$ cat config.mk
export PLATFORM = sky130hd
export DESIGN_NAME = uart_loader
export DESIGN_NICKNAME = d
export VERILOG_FILES = /design/src/rtl/uart_loader.sv
export SDC_FILE = /design/constraint.sdc
export NUM_CORES = 1
export LEC_CHECK = 0
export CAP_MARGIN = 10
export CORE_MARGIN = 2
export CORE_UTILIZATION = 40
export CTS_BUF_LIST = sky130_fd_sc_hd__clkbuf_8 sky130_fd_sc_hd__clkbuf_16
export DETAILED_ROUTE_END_ITERATION = 10
export GPL_ROUTABILITY_DRIVEN = 0
export GPL_TIMING_DRIVEN = 0
export PLACE_DENSITY = 0.61
export SETUP_SLACK_MARGIN = 0.2
export SYNTH_ARGS = -nofsm -noshare
export SYNTH_HDL_FRONTEND = slang
export SYNTH_SLANG_ARGS = --single-unit
$ cat constraint.sdc
create_clock -name clk -period 2.46 [get_ports clk]
set_input_delay 0.492 -clock clk [delete_from_list [all_inputs] [get_ports clk]]
set_output_delay 0.492 -clock clk [all_outputs]
set_load 0.005 [all_outputs]
$ cat src/rtl/uart_loader.sv
// UART boot loader: receives an A5-framed program image over 8N1 serial,
// writes it word by word into instruction ROM, then releases the core from reset.
module uart_loader #(
  parameter int CLK_DIV   = 434,
  parameter int MAX_WORDS = 4096
) (
  input  logic        clk,
  input  logic        rst_n,
  input  logic        uart_rx_i,
  output logic        rom_we_o,
  output logic [31:0] rom_waddr_o,
  output logic [31:0] rom_wdata_o,
  output logic        core_rst_n_o,
  output logic        busy_o,
  output logic        err_o
);
  // state | meaning
  // RX_IDLE  | waiting for a falling edge on the synchronized line
  // RX_START | timing to the start-bit midpoint, rejecting false starts
  // RX_DATA  | sampling 8 data bits, LSB first
  // RX_STOP  | sampling the stop bit
  // P_SYNC   | hunting for the A5 sync byte
  // P_LEN0/1 | capturing word count, low byte first
  // P_DATA   | assembling words and writing ROM
  // P_CSUM   | comparing the XOR checksum
  // P_DONE   | image loaded, core released; A5 reloads
  typedef enum logic [1:0] {RX_IDLE, RX_START, RX_DATA, RX_STOP} rx_state_t;
  typedef enum logic [2:0] {P_SYNC, P_LEN0, P_LEN1, P_DATA, P_CSUM, P_DONE} p_state_t;

  localparam logic [15:0] HALF_M1 = 16'(CLK_DIV / 2 - 1);
  localparam logic [15:0] FULL_M1 = 16'(CLK_DIV - 1);
  localparam logic [16:0] MAX_LEN = 17'(MAX_WORDS);

  logic        r_rx_meta, r_rx_sync, r_rx_prev;
  rx_state_t   r_rx_state;
  logic [15:0] r_cnt;
  logic [2:0]  r_bit_idx;
  logic [7:0]  r_shift;
  logic        r_byte_valid, r_frame_err;
  logic [7:0]  r_byte;

  p_state_t    r_pstate;
  logic [15:0] r_count, r_widx;
  logic [1:0]  r_bcnt;
  logic [31:0] r_word;
  logic [7:0]  r_csum;
  logic [15:0] w_len;
  logic [31:0] w_word_next;

  assign w_len       = {r_byte, r_count[7:0]};
  assign w_word_next = {r_byte, r_word[31:8]};

  always_ff @(posedge clk or negedge rst_n) begin
    if (!rst_n) begin
      r_rx_meta <= 1'b1;
      r_rx_sync <= 1'b1;
      r_rx_prev <= 1'b1;
    end else begin
      r_rx_meta <= uart_rx_i;
      r_rx_sync <= r_rx_meta;
      r_rx_prev <= r_rx_sync;
    end
  end

  always_ff @(posedge clk or negedge rst_n) begin
    if (!rst_n) begin
      r_rx_state   <= RX_IDLE;
      r_cnt        <= '0;
      r_bit_idx    <= '0;
      r_shift      <= '0;
      r_byte_valid <= 1'b0;
      r_frame_err  <= 1'b0;
      r_byte       <= '0;
    end else begin
      r_byte_valid <= 1'b0;
      r_frame_err  <= 1'b0;
      case (r_rx_state)
        RX_IDLE: begin
          if (r_rx_prev && !r_rx_sync) begin
            r_rx_state <= RX_START;
            r_cnt      <= HALF_M1;
          end
        end
        RX_START: begin
          if (r_cnt != 16'd0) r_cnt <= r_cnt - 16'd1;
          else if (r_rx_sync) r_rx_state <= RX_IDLE;
          else begin
            r_rx_state <= RX_DATA;
            r_cnt      <= FULL_M1;
            r_bit_idx  <= '0;
          end
        end
        RX_DATA: begin
          if (r_cnt != 16'd0) r_cnt <= r_cnt - 16'd1;
          else begin
            r_shift <= {r_rx_sync, r_shift[7:1]};
            r_cnt   <= FULL_M1;
            if (r_bit_idx == 3'd7) r_rx_state <= RX_STOP;
            else r_bit_idx <= r_bit_idx + 3'd1;
          end
        end
        RX_STOP: begin
          if (r_cnt != 16'd0) r_cnt <= r_cnt - 16'd1;
          else begin
            r_rx_state <= RX_IDLE;
            if (r_rx_sync) begin
              r_byte_valid <= 1'b1;
              r_byte       <= r_shift;
            end else begin
              r_frame_err <= 1'b1;
            end
          end
        end
        default: r_rx_state <= RX_IDLE;
      endcase
    end
  end

  always_ff @(posedge clk or negedge rst_n) begin
    if (!rst_n) begin
      r_pstate     <= P_SYNC;
      r_count      <= '0;
      r_widx       <= '0;
      r_bcnt       <= '0;
      r_word       <= '0;
      r_csum       <= '0;
      rom_we_o     <= 1'b0;
      rom_waddr_o  <= '0;
      rom_wdata_o  <= '0;
      core_rst_n_o <= 1'b0;
      busy_o       <= 1'b0;
      err_o        <= 1'b0;
    end else begin
      rom_we_o <= 1'b0;
      if (r_frame_err) begin
        err_o        <= 1'b1;
        r_pstate     <= P_SYNC;
        busy_o       <= 1'b0;
        core_rst_n_o <= 1'b0;
      end else if (r_byte_valid) begin
        case (r_pstate)
          P_SYNC, P_DONE: begin
            if (r_byte == 8'hA5) begin
              r_pstate     <= P_LEN0;
              r_widx       <= '0;
              r_bcnt       <= '0;
              r_csum       <= '0;
              err_o        <= 1'b0;
              busy_o       <= 1'b1;
              core_rst_n_o <= 1'b0;
            end
          end
          P_LEN0: begin
            r_count[7:0] <= r_byte;
            r_pstate     <= P_LEN1;
          end
          P_LEN1: begin
            r_count <= w_len;
            if (w_len == 16'd0 || {1'b0, w_len} > MAX_LEN) begin
              err_o    <= 1'b1;
              busy_o   <= 1'b0;
              r_pstate <= P_SYNC;
            end else begin
              r_pstate <= P_DATA;
            end
          end
          P_DATA: begin
            r_csum <= r_csum ^ r_byte;
            r_word <= w_word_next;
            r_bcnt <= r_bcnt + 2'd1;
            if (r_bcnt == 2'd3) begin
              rom_we_o    <= 1'b1;
              rom_waddr_o <= {14'd0, r_widx, 2'b00};
              rom_wdata_o <= w_word_next;
              r_widx      <= r_widx + 16'd1;
              if (r_widx == r_count - 16'd1) r_pstate <= P_CSUM;
            end
          end
          P_CSUM: begin
            busy_o <= 1'b0;
            if (r_byte == r_csum) begin
              r_pstate     <= P_DONE;
              core_rst_n_o <= 1'b1;
            end else begin
              err_o    <= 1'b1;
              r_pstate <= P_SYNC;
            end
          end
          default: r_pstate <= P_SYNC;
        endcase
      end
    end
  end
endmodule

==> impl_metrics.tcl, run 1 <==
set metrics [dict create \
    cp-start-kind "register" \
    synth_ff_type "dfrtp_1" \
    wirelength_um 16300 \
    yosysTopAreaCell "dfrtp_1" \
    synth_edf_count 0 \
    ff2ff_setup_slack_ns 0.24 \
    dr.pass1.iters 5 \
    portBuffers 54 \
    synth.avg_cell_area_sq_um 9.81 \
    crit_slowest_cell "or4_4" \
    hpwlAfterDp_um 11300 \
    grt_pass1_vias 5481 \
    hold-worst-slack_ns 0.0205 \
    place_area_sq_um 8610 \
    die_h_um 143 \
    power_density_nw_per_um2 685 \
    r2r_end "r_pstate[0]" \
    yosysWarnings 0 \
    ys_types 58 \
    synth-seq-cells 163 \
    finalClockSkew_ns 0.00748 \
    path_clk_slew_ns 0.07 \
    finalCritPeriodShare 0.904 \
    multi_input_area_sq_um 3530 \
    cellLeakagePower_uw 0.00468 \
    antenna_cells 0 \
    grt_pass1_wl_um 27300 \
    rsz0062_at_grt "true" \
    cp-end-kind "register" \
    wl_per_cell_um 14.4 \
    area_delta_synth_final_pct 23.9 \
    drcViolationCount 0 \
    clock_sinks 163 \
    crit_path_frequent_cell "a31oi_4" \
    r2r_cells 8 \
    fmax_ghz 0.450 \
    synth_top_area_share 0.521 \
    drt_iter0_markers 352 \
    cts_buffer_depth 2 \
    dpl.cell_count 1088 \
    final_nets 906 \
    criticalPathCategory "register to register" \
    dp_worst_setup_slack_ns -0.265 \
    seqCellArea_sq_um 4080 \
    start_util 0.410 \
    grt_max_degree 86 \
    fillCellCount 1773 \
    synthArstFlopShare 1.00 \
    required_ns 2.76 \
    grt_overflow 0 \
    cts_max_level 4 \
    syn_inst 784 \
    cts_inserted_buffers 17 \
    final_area_sq_um 9520 \
    cp_max_fo 9 \
    startpoint "r_count[8]" \
    peakVddDrop_mv 0.685 \
    cpPeakStageDelay_ns 0.53 \
    dieArea_sq_um 20300 \
    synth_area_leaders "dfrtp_1, nand2_1, mux2_2" \
    reg2reg_from "r_count[8]" \
    viasPerCell 5.08 \
    clk_latency_ns 0.43 \
    synth_most_common_cell "nand2_1" \
    crit_end "r_pstate[0]" \
    final_layout_size_suffix_gt1_frac 0.202 \
    design.core.area_sq_um 18800 \
    finalHoldViolations 0 \
    grt_antenna_before_repair 0 \
    setup_violations 0 \
    drv_cap 0 \
    max_slew_margin 0.599 \
    period_minus_slack_ns 2.22 \
    crit_chain "buf_6 -> or2b_1 -> o21bai_2 -> a31oi_4 -> a31oi_4 -> or4_4 -> o21ai_4 -> o211ai_1" \
    pin_count 71 \
    final_antenna_net_count 0 \
    worstHoldPathType "input pin to asynchronous set/reset pin" \
    syn-cell-area_sq_um 7690 \
    cts_tree "built" \
    yosysSeqAreaShare 0.531 \
    vias 5771 \
    stdcell_count 1137 \
    setup_slack_ns 0.237 \
    synth_commonest_cells "nand2_1, dfrtp_1, o21ai_0" \
    cts-root-buf "clkbuf_16" \
    dieWidth_um 143 \
    tightest_slew_ns 0.601 \
    maxSlewViolCount 0 \
    fp-row-count 50 \
    status "finished, final reports clean" \
    grt_util_all_layers 0.169 \
    crit_arrival_ns 2.52 \
]
final cells by class:
type / instances / share of cell area
Multi-Input combinational cell: 572 / 0.371
Sequential cell: 163 / 0.429
Clock inverter: 15 / 0.0151
Tap cell: 234 / 0.0307
Buffer: 48 / 0.0302
Clock buffer: 17 / 0.0447
Timing Repair Buffer: 71 / 0.0728
Inverter: 17 / 0.00670
how the worst min path moves through the flow:
stage                            endpoint  cells past startpoint
6_report                   rom_wdata_o[4]                      1
5_1_grt                    rom_wdata_o[4]                      1
4_1_cts                    rom_wdata_o[4]                      1
3_5_place_dp                    r_rx_sync                      0
3_3_place_gp                    r_rx_sync                      0
2_1_floorplan  asynchronous set/reset pin                      0
where the power goes:
| part | leakage [uW] | switching, uW | total [uW] | internal, uW |
|---|---|---|---|---|
| sequential | 0.00225 | 124 | 2910 | 2790 |
| clock | 0.000285 | 1180 | 2600 | 1420 |
| combinational | 0.00215 | 617 | 1010 | 397 |
per-layer routing:
layer  vias to the layer above  GRT usage  part of all wire  routed length [um]
li1                       2872          -                 -                   -
met1                      2756      0.236              0.48                7870
met2                       125      0.263              0.46                7580
met3                        18     0.0402             0.042                 682
met4                         0     0.0505             0.012                 198
met5                         -          0                 0                   0
worst max-delay path: cells and delay by family (launching register included):
family          cells  cell delay [ns]
compound gates      5             0.79
buf+inv             1             0.13
flops               1             0.37
simple gates        2             0.79
what timing repair did:
| action | CTS | global route |
|---|---|---|
| gates resized for setup | 26 | 45 |
| gates cloned | 0 | 1 |
| endpoints found under the hold margin | 0 | 0 |
| buffers inserted | 6 | 10 |
| pin swaps | 8 | 10 |
| hold buffers | 0 | 0 |
| setup endpoints to repair | 112 | 95 |
cell families after synthesis:
family,count (synthesis),synth area share
compound gates,123,0.0955
simple gates,333,0.195
buf+inv,65,0.0420
other cells,1,0.000488
mux,52,0.0757
fa+ha+maj,13,0.0212
flops,163,0.531
xor+xnor,34,0.0387
flip-flops by register name, indices dropped and copies added (netlist names), 2 cells and up, named ones only:
signal,flops
r_bcnt,2
r_bit_idx,3
r_byte,8
r_cnt,16
r_count,16
r_csum,8
r_pstate,3
r_shift,8
r_widx,16
r_word,24
rom_waddr_o,16
rom_wdata_o,32
stage by stage:
stage / setup TNS, ns / power (uW) / utilization
6_report: 0 / 6530 / 0.507
5_1_grt: 0 / 6830 / 0.507
4_1_cts: 0 / 6490 / 0.498
3_5_place_dp: -12.51 / 3780 / 0.459
3_3_place_gp: -950.63 / 3760 / 0.457
2_1_floorplan: 0 / 3520 / -
cell usage in the layout (no fill, tap or decap), drive strengths merged, types with 4 or more instances in the layout:
master	n
a21oi	20
a22o	4
a31oi	7
and2	6
and3	11
buf	42
clkbuf	41
clkdlybuf4s50	53
clkinv	6
conb	16
dfrtp	160
ha	13
inv	25
mux2	49
nand2	192
nand2b	7
nand3	13
nand4	11
nor2	51
nor3	14
nor4	11
o21ai	67
or3	6
xnor2	22
xor2	12
No activity file was read; power rests on OpenSTA's default activity.
==> run 2: changes to the inputs <==
--- a/config.mk
+++ b/config.mk
@@ -12,8 +12,10 @@
 export DETAILED_ROUTE_END_ITERATION = 10
 export GPL_ROUTABILITY_DRIVEN = 0
 export GPL_TIMING_DRIVEN = 0
+export HOLD_SLACK_MARGIN = 0.05
 export PLACE_DENSITY = 0.61
 export SETUP_SLACK_MARGIN = 0.2
+export SKIP_LAST_GASP = 1
 export SYNTH_ARGS = -nofsm -noshare
 export SYNTH_HDL_FRONTEND = slang
 export SYNTH_SLANG_ARGS = --single-unit
==> run 2 against run 1 <==
  * Core utilization rose by 0.053 points
  * Via count barely moved
  * First-iteration DRC count fell by 6.0%
  * Sequential power barely moved
  * Design area rose by 0.11%
  * Register-to-register slack barely moved
  * Die area did not move
  * Power rose by 0.12%
  * Setup slack barely moved
  * Critical path depth did not move
  * Global-route usage did not move
  * Critical endpoint unchanged
==> impl_metrics.tcl, run 2 (synthesis gave the netlist of run 1 again) <==
set metrics [dict create \
    status "finished, final reports clean" \
    dieWidth_um 143 \
    layout_commonest_cell "nand2_1" \
    grt_max_degree 86 \
    start_util 0.410 \
    most-common-layout-cells "nand2_1, dfrtp_1, o21ai_0" \
    period_minus_slack_ns 2.22 \
    fmax_ghz 0.450 \
    fillCellCount 1772 \
    grt_overflow 0 \
    grt_antenna_before_repair 0 \
    cts_inserted_buffers 17 \
    cp-end-kind "register" \
    crit_chain "buf_6 -> or2b_1 -> o21bai_2 -> a31oi_4 -> a31oi_4 -> or4_4 -> o21ai_4 -> o211ai_1" \
    cp-start-kind "register" \
    clk_latency_ns 0.44 \
    cellLeakagePower_uw 0.00469 \
    final_antenna_net_count 0 \
    vias 5776 \
    largest_register_ffs 32 \
    final_area_sq_um 9530 \
    grt_pass1_vias 5482 \
    die_h_um 143 \
    design.core.area_sq_um 18800 \
    peakVddDrop_mv 0.681 \
    crit_path_frequent_cell "a31oi_4" \
    r2r_cells 8 \
    antenna_cells 0 \
    rsz0062_at_grt "true" \
    worstHoldPathType "register to register" \
    cts_max_level 4 \
    finalCritPeriodShare 0.904 \
    cpPeakStageDelay_ns 0.53 \
    maxSlewViolCount 0 \
    hpwlAfterDp_um 11300 \
    cts-root-buf "clkbuf_16" \
    cp_max_fo 9 \
    clock_sinks 163 \
    portBuffers 54 \
    regMostFlops "rom_wdata_o" \
    viasPerCell 5.08 \
    worstHoldPathCells 0 \
    crit_slowest_cell "or4_4" \
    pin_count 71 \
    criticalPathCategory "register to register" \
    max_slew_margin 0.601 \
    finalClockSkew_ns 0.00803 \
    area_delta_synth_final_pct 24.0 \
    dieArea_sq_um 20300 \
    wl_per_cell_um 14.4 \
    final_layout_size_suffix_gt1_frac 0.201 \
    grt_util_all_layers 0.169 \
    final_nets 907 \
    setup_violations 0 \
    stdcell_count 1138 \
    dr.pass1.iters 5 \
    drcViolationCount 0 \
    cts_tree "built" \
    grt_pass1_wl_um 27300 \
    required_ns 2.76 \
    reg_top3 "rom_wdata_o x32, r_word x24" \
    drv_cap 0 \
    critical_path_depth 8 \
    finalHoldViolations 0 \
    wirelength_um 16400 \
    cts_buffer_depth 2 \
    fp-row-count 50 \
    dpl.cell_count 1088 \
    tightest_slew_ns 0.598 \
    cpLargestDelayFamily "simple AND/OR/NAND/NOR gates" \
    crit_arrival_ns 2.52 \
    crit_buf_inv 1 \
    drt_iter0_markers 331 \
    place_area_sq_um 8610 \
    path_clk_slew_ns 0.07 \
    power_density_nw_per_um2 685 \
]
[run 2: changes by cell type in the layout (fill, tap and decap cells not counted)]
cell           change
dlygate4sd3_1      +1
[run 2: per-stage QoR]
stage | hold slack, ns | utilization | setup TNS, ns | setup WS, ns | total power (uW)
after floorplan | 0.196 | - | 0 | 0.255 | 3520
after global placement | 0.346 | 0.457 | -950.63 | -5.81 | 3760
after detailed placement | 0.347 | 0.459 | -12.51 | -0.265 | 3780
after CTS | 0.356 | 0.498 | 0 | 0.178 | 6490
after global routing | 0.361 | 0.508 | 0 | 0.132 | 6830
final | 0.356 | 0.508 | 0 | 0.237 | 6530
[run 2: layer usage]
metal	GRT usage	wire [um]	vias to the layer above
met2	0.263	7530	107
li1	-	-	2875
met1	0.236	8030	2774
met4	0.0505	197	0
met5	0	0	-
met3	0.0402	604	20
[run 2: worst reg2reg max path: cells and delay by family (launching register included)]
kind | cells | cell delay [ns]
simple gates | 2 | 0.79
compound gates | 5 | 0.79
flops | 1 | 0.37
buf+inv | 1 | 0.13
[run 2: worst paths after layout]
check	start	endpoint	slack, ns
max	r_count[8]	r_pstate[0]	0.24
min	r_rx_meta	r_rx_sync	0.36
max reg2reg	r_count[8]	r_pstate[0]	0.24
min reg2reg	r_rx_meta	r_rx_sync	0.36
max in group asynchronous	rst_n	r_count[4]	1.00
min in group asynchronous	rst_n	rom_wdata_o[4]	0.62
[run 2: final cells by class]
cell class              count  area [sq um]  share of cell area
plain buffers              48           288              0.0302
clock buffers              17           425              0.0446
clock inverters            15           144              0.0151
inverters                  17          63.8             0.00669
multi-input cells         572          3530               0.371
flip-flops and latches    163          4080               0.428
well taps                 234           293              0.0307
repair buffers             72           703              0.0738
[run 2: where the power goes]
group	internal [uW]	total, uW	switching [uW]
Combinational	399	1020	619
Sequential	2790	2910	124
Clock	1420	2610	1190
Total	4600	6530	1930
[run 2: what timing repair did]
item                                   4_1_cts  5_1_grt
pin swaps                                    8       10
setup buffers                                6       10
endpoints found under the hold margin       14        0
hold buffers                                 1        0
setup endpoints to repair                  112       95
cloned                                       0        1
gates resized for setup                     26       45
==> run 3: changes to the inputs <==
--- a/config.mk
+++ b/config.mk
@@ -5,6 +5,7 @@
 export SDC_FILE = /design/constraint.sdc
 export NUM_CORES = 1
 export LEC_CHECK = 0
+export ABC_CLOCK_PERIOD_IN_PS = 2460
 export CAP_MARGIN = 10
 export CORE_MARGIN = 2
 export CORE_UTILIZATION = 40
==> results of run 3 <==
No change in the layout: final DEF, timing and power equal those of run 2.
